<file path="src/rtl/mdr_in_seq_pkg.sv">
// Shared types for the MDR unit: operation/data types, the input-sequencer
// state encoding and the default debounce length.
package pkg_system_mdr;

    localparam int OP_W           = 2;
    localparam int DATA_W         = 8;
    localparam int DEB_CYCLES_DEF = 4;

    typedef logic [OP_W-1:0]   op_t;
    typedef logic [DATA_W-1:0] data_t;

    typedef enum logic [1:0] {
        IDLE_X = 2'd0,
        WAIT_Y = 2'd1,
        ARMED  = 2'd2,
        BUSY   = 2'd3
    } in_state_t;

endpackage

</file>
<file path="src/rtl/mdr_in_seq_debounce.sv">
// Button conditioner: two-flop synchroniser, optional debounce counter
// (enabled by MDR_IN_DEBOUNCE_EN) and a registered rising-edge press pulse.
module mdr_debounce
    import pkg_system_mdr::*;
#(
    parameter int DEB_CYCLES = DEB_CYCLES_DEF
) (
    input  logic clk,
    input  logic rst,
    input  logic raw,
    output logic press
);

    logic       sync1;
    logic       sync2;
    logic       level;
    logic       level_q;
    logic       primed;
    logic [1:0] warm;

    if (DEB_CYCLES < 1 || DEB_CYCLES > 255) begin : g_bad_cfg
        $error("mdr_debounce: DEB_CYCLES must be within 1..255");
    end

    always_ff @(posedge clk or negedge rst) begin
        if (!rst) begin
            sync1 <= 1'b0;
            sync2 <= 1'b0;
        end else begin
            sync1 <= raw;
            sync2 <= sync1;
        end
    end

`ifdef MDR_IN_DEBOUNCE_EN
    localparam logic [7:0] DEB_LAST = 8'(DEB_CYCLES - 1);

    logic [7:0] cnt;

    always_ff @(posedge clk or negedge rst) begin
        if (!rst) begin
            cnt   <= 8'd0;
            level <= 1'b0;
        end else if (sync2 == level) begin
            cnt <= 8'd0;
        end else if (cnt == DEB_LAST) begin
            level <= ~level;
            cnt   <= 8'd0;
        end else begin
            cnt <= cnt + 8'd1;
        end
    end
`else
    assign level = sync2;
`endif

    // A button held through reset must be seen released (once the
    // synchroniser has refilled) before any press is reported.
    always_ff @(posedge clk or negedge rst) begin
        if (!rst) begin
            warm    <= 2'd0;
            primed  <= 1'b0;
            level_q <= 1'b0;
            press   <= 1'b0;
        end else begin
            if (warm != 2'd2) begin
                warm <= warm + 2'd1;
            end
            if (warm == 2'd2 && !sync2) begin
                primed <= 1'b1;
            end
            level_q <= level;
            press   <= primed & level & ~level_q;
        end
    end

endmodule

</file>
<file path="src/rtl/mdr_in_seq.sv">
// Front-end sequencer for the MDR unit: enforces load X, load Y, start, ready
// ordering and latches the op code. Debounce enabled by MDR_IN_DEBOUNCE_EN.
module mdr_in_seq
    import pkg_system_mdr::*;
#(
    parameter int DEB_CYCLES = DEB_CYCLES_DEF
) (
    input  logic       clk,
    input  logic       rst,
    input  logic       i_start,
    input  logic       i_load,
    input  op_t        i_op,
    input  logic       i_ready,
    output logic       o_start,
    output logic       o_load,
    output op_t        o_op,
    output logic       o_busy,
    output logic [1:0] o_phase,
    output logic       o_reject
);

    in_state_t state;
    in_state_t next_state;
    logic      start_press;
    logic      load_press;
    logic      start_nxt;
    logic      load_nxt;
    logic      reject_nxt;

    mdr_debounce #(.DEB_CYCLES(DEB_CYCLES)) u_deb_start (
        .clk   (clk),
        .rst   (rst),
        .raw   (i_start),
        .press (start_press)
    );

    mdr_debounce #(.DEB_CYCLES(DEB_CYCLES)) u_deb_load (
        .clk   (clk),
        .rst   (rst),
        .raw   (i_load),
        .press (load_press)
    );

    always_ff @(posedge clk or negedge rst) begin
        if (!rst) begin
            state    <= IDLE_X;
            o_start  <= 1'b0;
            o_load   <= 1'b0;
            o_reject <= 1'b0;
            o_op     <= '0;
        end else begin
            state    <= next_state;
            o_start  <= start_nxt;
            o_load   <= load_nxt;
            o_reject <= reject_nxt;
            if (start_nxt) begin
                o_op <= i_op;
            end
        end
    end

    // Any press that is not the one legal event for the state collapses
    // into a single reject pulse.
    always_comb begin
        next_state = state;
        start_nxt  = 1'b0;
        load_nxt   = 1'b0;
        reject_nxt = 1'b0;
        case (state)
            IDLE_X, WAIT_Y: begin
                if (load_press) begin
                    load_nxt   = 1'b1;
                    reject_nxt = start_press;
                    next_state = (state == IDLE_X) ? WAIT_Y : ARMED;
                end else if (start_press) begin
                    reject_nxt = 1'b1;
                end
            end
            ARMED: begin
                if (start_press) begin
                    start_nxt  = 1'b1;
                    reject_nxt = load_press;
                    next_state = BUSY;
                end else if (load_press) begin
                    reject_nxt = 1'b1;
                end
            end
            BUSY: begin
                reject_nxt = start_press | load_press;
                if (i_ready) begin
                    next_state = IDLE_X;
                end
            end
            default: next_state = IDLE_X;
        endcase
    end

    assign o_busy  = (state == BUSY);
    assign o_phase = state;

endmodule
</file>
<file path="config.mk">
export PLATFORM = sky130hd
export DESIGN_NAME = mdr_in_seq
export DESIGN_NICKNAME = d
export VERILOG_FILES = /design/src/rtl/mdr_in_seq_pkg.sv /design/src/rtl/mdr_in_seq_debounce.sv /design/src/rtl/mdr_in_seq.sv
export SDC_FILE = /design/constraint.sdc
export NUM_CORES = 1
export LEC_CHECK = 0
export CORE_ASPECT_RATIO = 1.25
export CORE_MARGIN = 2
export CORE_UTILIZATION = 35
export DETAILED_ROUTE_END_ITERATION = 8
export DONT_BUFFER_PORTS = 1
export MAX_ROUTING_LAYER = met4
export PLACE_DENSITY = 0.59
export SLEW_MARGIN = 20
export SYNTH_ARGS = -nofsm -noshare
export SYNTH_HDL_FRONTEND = slang
export SYNTH_SLANG_ARGS = --single-unit
</file>
<file path="constraint.sdc">
create_clock -name clk -period 2.6 [get_ports clk]
set_input_delay 0.52 -clock clk [delete_from_list [all_inputs] [get_ports clk]]
set_output_delay 0.52 -clock clk [all_outputs]
set_load 0.02 [all_outputs]
</file>
==> summary.md <==
| Metric | Value |
|---|---|
| IO Port Bufs | `0` |
| Crit-path cells | `ha_1` |
| FP Rows | `19` |
| GRT overflow | `0` |
| RSZ-0062 raised after global routing | `no` |
| # fillers | `between 200 and 250` |
| Synthesized netlist net count | `75` |
| Critical path peak fanout | `6` |
| Die ar. | `about 2800 sq um` |
| Starting Density | `a little under two fifths` |
| Post-route ant nets | `0` |
| Clock Skew | `a little under 9 ps` |
| Via Count | `roughly 430` |
| Post-synth EDFFs | `0` |
| Initial antenna violation count | `0` |
| All-layer global routing usage | `around 9%` |
| WS Path Type | `reg -> out` |
| Vias per cell | `4.392` |
| Nets | `between 80 and 90` |
| Crit. End Element | `output port` |
| Status | `complete, no violations` |
| Critical path arrival | `1300 ps` |
| Setup WS post-layout | `783.7 ps` |
| First-pass GRT wire length | `1.704 mm` |
| Slowest cell on the critical path | `dfrtp_1` |
| VDD IR max | `~400 uV` |
| Worst Setup EP | `o_busy` |
| Reg2reg end | `o_phase[1]` |
| FF+latch count, synth | `21` |
| Max-Cap Viols | `0` |
| P per Cell Area | `roughly 940 nW/um^2` |
| Clock sink count | `21` |
| # diodes | `0` |
| Synth top area cells | `dfrtp_1 63%, ha_1 11%, mux2_2 4.1%` |
| Clk Latency, worst-skew pair | `about 300 ps` |
| Final count of negative-setup-slack endpoints | `0` |
| Buffer count from post-CTS setup fixing | `0` |
| Total power | `853.1 uW` |
| Top cells by instance count after synthesis | `21 x dfrtp_1, 8 x inv_1, 7 x ha_1` |
| Placed Area | `between 800 and 900 sq um` |
| Setup_tns | `0 ps` |
| Die width | `between 40 and 50 microns` |
| DRC Markers | `0` |
| Die H | `roughly 60 microns` |
| CTS Buf Count | `3` |
| Leading area contributor after synthesis | `dfrtp_1` |
| Least-Margin Pin Slew | `between 800 and 900 ps` |
| DR WL/cell | `between 10 and 15 microns` |
| Reg-to-reg startpoint | `o_phase[1]` |
| Clk slew on worst S/H paths | `120 ps` |
| YS warnings | `0` |
| Syn avg cell area | `13.60 sq um` |
| # IOs | `15` |
| Depth of the most critical reg-to-reg path | `4` |
| Most frequent cell after synthesis | `dfrtp_1` |
| Layout Utilization | `between 40% and 50%` |
| Root buf cell | `clkbuf_4` |
| Dominant synthesized flop cell | `dfrtp_1` |
| Vias in the first global route | `roughly 430` |
| Final Hold Viols | `0` |
| RePlAce Congestion | `about 0.66` |
| Mapped cell area | `around 830 sq um` |
| Cell count after synthesis | `slightly above 60` |
| Flop-to-flop setup slack | `950 ps` |
| Dpl ws | `954.8 ps` |
| Worst EP required | `roughly 2100 ps` |
| Core footprint | `around 2200 sq um` |
| Final instance area | `905.9 sq um` |
| Critical Path Stages | `1` |
| Critical Path Max Stage Delay | `about 570 ps` |
| First-pass iteration count of the detailed router | `2` |
| Post_cts resized | `0` |
| Register area share after synthesis | `63.35%` |
| Critical path startpoint category | `flip-flop` |
| Share of layout cells above drive strength 1 | `between 10% and 20%` |
| Tcrit/Tclk final | `69.86%` |
| Min-delay worst type | `in -> reg` |
| Post-layout min period | `between 1500 and 2000 ps` |
| Unique masters post-synth | `16` |
| CTS tree | `yes` |
| Buf/Inv on CP | `0` |
| Area grow syn2layout | `9.201%` |
| Top cell type's share of synthesized area | `about 63%` |
| Largest net degree at the start of global routing | `22` |
| DR iter-0 viols | `3` |
| Fmax | `around 0.55 GHz` |
| Leak pwr | `0.4458 nW` |
| Setup crit start | `o_phase[1]` |
| HPWL after detailed placement | `roughly 740 microns` |
| Max Slew Vio Count | `0` |
| Crit-path leading delay family | `flip-flops` |
| FFs w/ async S/R, synth | `between 90% and 100%` |
| WL final | `a little over 1 mm` |
| Max-Slew Margin vs Limit | `roughly two fifths` |
| Htree depth | `1` |
| Maximum clock path buffer count | `2` |
==> sequential cells by signal, indices dropped and copies added (netlist names), 2 cells and up <==
name,cells
o_phase,2
u_deb_load.warm,2
o_op,2
u_deb_start.warm,2
==> cells by family (layout without fill, tap and decap cells) <==
group / Yosys count / count (layout) / synth area share (%)
DFF: 21 / 21 / 63.35
and+or+nand+nor: 11 / 11 / 6.185
buffers and inverters: 8 / 13 / 3.620
xor gates and xnor gates: 2 / 2 / 2.112
muxes: 6 / 6 / 8.295
AOI/OAI and AO/OA: 6 / 6 / 5.882
adders and majority gates: 7 / 7 / 10.56
==> worst reg2reg max path: cells and delay by family (launching register included) <==
family | cells | cell delay, ps
AO/OA/AOI/OAI | 1 | 100
flip-flops | 1 | 570
multiplexers | 1 | 320
AND/OR/NAND/NOR | 1 | 120
adder cells (fa/ha/maj) | 1 | 430
==> metrics by stage <==
step,hold WS (ps),cells
3_5_place_dp,225.0,92
3_3_place_gp,224.9,92
6_report,231.8,97
4_1_cts,217.9,97
5_1_grt,208.8,97
2_1_floorplan,224.4,61
==> per-layer routing <==
metal	wire [microns]	track usage (%)
met1	420	9.218
met2	536	14.86
met3	60	4.601
met4	8	2.317
met5	0	-
==> layout make-up <==
type / count / area (sq um) / share of cell area (%)
repair buffers: 1 / 10.01 / 1.105
clock buffers: 3 / 22.52 / 2.486
multi-input cells: 32 / 274.0 / 30.25
well taps: 31 / 38.79 / 4.282
flip-flops and latches: 21 / 525.5 / 58.01
inverters: 8 / 30.03 / 3.315
clock inverters: 1 / 5.005 / 0.5525
==> report_power, final <==
part,switching (mW),total [mW],internal [mW]
logic,0.112,0.234,0.122
clock network,0.0944,0.152,0.0573
registers,0.0925,0.467,0.375
total,0.299,0.853,0.554
==> cells in the final DEF (no fill, tap or decap), types with 2 or more instances in the layout <==
master	count
o21ai_0	2
clkbuf_4	3
mux2_2	3
mux2i_1	2
a21o_1	2
ha_1	7
inv_1	8
nor2_1	3
nand2_1	5
dfrtp_1	21
xnor2_1	2
==> worst min-delay path by stage <==
stage	slack, ps	cells after the start	startpoint	end
6_report	230	0	i_start	u_deb_start.sync1
5_1_grt	210	0	i_start	u_deb_start.sync1
4_1_cts	220	0	i_load	u_deb_load.sync1
3_5_place_dp	220	0	rst	u_deb_start.warm[1]
3_3_place_gp	220	0	rst	u_deb_start.warm[1]
2_1_floorplan	220	0	rst	o_load
==> repair_timing <==
action,in CTS,in global routing
hold buffers,1,0
endpoints found under the hold margin,21,0
setup endpoints to repair,0,0
No activity file was read; power rests on OpenSTA's default activity.
==> patch (same settings) <==
The option `MDR_IN_DEBOUNCE_EN` is turned on by a define.
--- a/src/rtl/mdr_in_seq_debounce.sv
+++ b/src/rtl/mdr_in_seq_debounce.sv
@@ -1,4 +1,6 @@
 // Button conditioner: two-flop synchroniser, optional debounce counter
 // (enabled by MDR_IN_DEBOUNCE_EN) and a registered rising-edge press pulse.
+`define MDR_IN_DEBOUNCE_EN
+
 module mdr_debounce
     import pkg_system_mdr::*;
Behaviour: not the same (Yosys sat finds a counterexample within 10 cycles, from zero or initial values and one cycle with rst low).
==> patch against the unedited design <==
Setup slack gained 0.041 ns. Critical endpoint is now o_phase[1]. Critical path type is now register to register. First-iteration DRC count grew to 12 times the old value. Via count grew 150%. Critical path depth grew 3. Global-route usage grew 3.2 points. Fmax grew 2.3%. Register-to-register slack lost 0.13 ns. Sequential cell count grew 18. Die area grew 93%. Power grew 120%. Synthesized cell count grew 140%. Cell area grew 110%. Largest power group unchanged. Wire length grew to 2.6 times the old value. Synthesized area grew 100%.
==> patch: results (changes against the unedited design) <==
[outcome]
outcome = finished, final reports clean

[cells_and_area]
fillCellCount = 444  ; +100%
layout-drive-gt1-share_pct = 7.792  ; -8.9 points
nets = 169  ; +110%

[grt]
grt_pass1_vias = 1097  ; +150%
grt_use_total_pct = 12.16  ; +3.2 points
grt_pass1_wl_um = 4685  ; +170%
grt_max_degree = 40  ; +82%

[cts]
cts_buffers = 5  ; +2
clockRootBuffer = clkbuf_8
clk_transition_reported_paths_ns = 0.08  ; -0.04 ns
cts_max_level = 2  ; +1

[detailed_routing]
finalWirelength_um = 2617  ; +160%
routedWlPerCell_um = 12.23  ; +16%
avgViaCountPerCell = 4.897  ; +12%
drt-pass1-iter-count = 4  ; +2
first_iter_violations = 37  ; +34

[critical_path]
slowest_delay_ns = 0.53  ; -0.04 ns
slowest_stage = dfrtp_1
crit_arrival_ns = 1.95  ; +0.65 ns
path_max_fanout = 5  ; -1

[yosys]
avgSynthCellArea_sq_um = 11.50  ; -15%
synthMuxAreaShare_pct = 3.949  ; -4.3 points
async_reset_ff_share_pct = 100.0  ; unchanged
syn-num-nets = 162  ; +120%
synth.distinct_cells = 27  ; +11
yosys-top-cells-area = dfrtp_1, ha_1, mux2_1
yosysSeqAreaShare_pct = 58.12  ; -5.2 points
synthAdderAreaFrac_pct = 6.706  ; -3.9 points
ys_top_cells_by_count = dfrtp_1, nor2_1, inv_1, nand2_1, ha_1
synth-xor-area-share_pct = 5.216  ; +3.1 points

[sta]
clock_skew_ns = 0.01056  ; +0.001746 ns
worstMarginPinSlew_ns = 0.3965  ; -0.5023 ns

[placed_design]
post-place-cells = 205  ; +120%
portBuffers = 0  ; unchanged
dp_hpwl_um = 1846  ; +150%
pre_cts_ws_ns = 0.8307  ; -0.1241 ns
globalplace.congestion = 0.8134  ; +23%

[hold_path]
holdCritPathClass = input pin to async pin

[power_and_ir_drop]
leakage_nw = 0.8582  ; +93%
ir_worst_vdd_uv = 296.2  ; -28%

patch: cell count changes in the layout (fill, tap and decap cells not counted), sizes merged, moves of 3 or more:
cell    change
nor2        +9
nand2       +5
clkbuf      +3
dfrtp      +18
or3         +6
xor2        +5
o21ai       +6
nand3       +7
xnor2       +3
a21oi       +8
patch: layout make-up:
class / count / area, sq um / area share, %
clock inverter: 2 / 35.03 / 1.857
multi-input combinational: 96 / 660.6 / 35.01
inverter: 10 / 37.54 / 1.989
clock buffer: 6 / 82.58 / 4.377
tap: 60 / 75.07 / 3.979
timing repair buffer: 1 / 20.02 / 1.061
sequential: 39 / 975.9 / 51.72
patch: metrics by stage:
stage | total power, W | hold slack (ns) | instance area [sq um] | util (%)
after detailed placement | 0.001335 | 0.2253 | 1749 | 37.26
after floorplan | 0.001237 | 0.2244 | 1679 | -
after global placement | 0.001298 | 0.2253 | 1749 | 37.26
after global routing | 0.001976 | 0.06179 | 1887 | 40.19
final | 0.001849 | 0.06145 | 1887 | 40.19
after CTS | 0.001877 | 0.05540 | 1887 | 40.19
patch: final timing paths:
| check | to | slack, ns | cells past startpoint |
|---|---|---|---|
| max | o_phase[1] | 0.82 | 4 |
| min | o_phase[0] | 0.06 | 1 |
| max reg2reg | o_phase[1] | 0.82 | 4 |
| min reg2reg | u_deb_load.sync2 | 0.35 | 0 |
| max in group asynchronous | u_deb_load.cnt[3] | 2.34 | 1 |
| min in group clk | u_deb_start.sync1 | 0.26 | 0 |
patch: what timing repair did:
item	4_1_cts	5_1_grt
buffers inserted	0	0
setup endpoints to repair	0	0
hold buffers	1	0
hold endpoints to repair	39	0
patch: cell families after synthesis:
kind of cell / after synthesis
buf+inv: 11
simple gates: 46
mux: 6
flops: 39
compound gates: 25
xor+xnor: 10
fa+ha+maj: 9
patch: power by group:
group | internal (W) | total [W] | switching [W]
Clock | 0.000310 | 0.000516 | 0.000205
Combinational | 0.000192 | 0.000423 | 0.000230
Sequential | 0.000735 | 0.000911 | 0.000176
Total | 0.00124 | 0.00185 | 0.000611
patch: layer usage:
metal / wire length [um] / vias to the layer above / share of wire (%) / GRT usage [%]
met2: 1331 / 22 / 51 / 20.91
met1: 1098 / 511 / 42 / 11.79
met3: 117 / 7 / 4.5 / 3.288
met4: 70 / 0 / 2.7 / 8.571
li1: - / 508 / - / -
met5: 0 / - / 0 / -
patch: worst max-delay path, delay by kind of cell (launching register included):
family | cells | cell delay, ns
fa+ha+maj | 1 | 0.35
compound gates | 1 | 0.29
mux | 1 | 0.36
flops | 1 | 0.53
buf+inv | 1 | 0.13
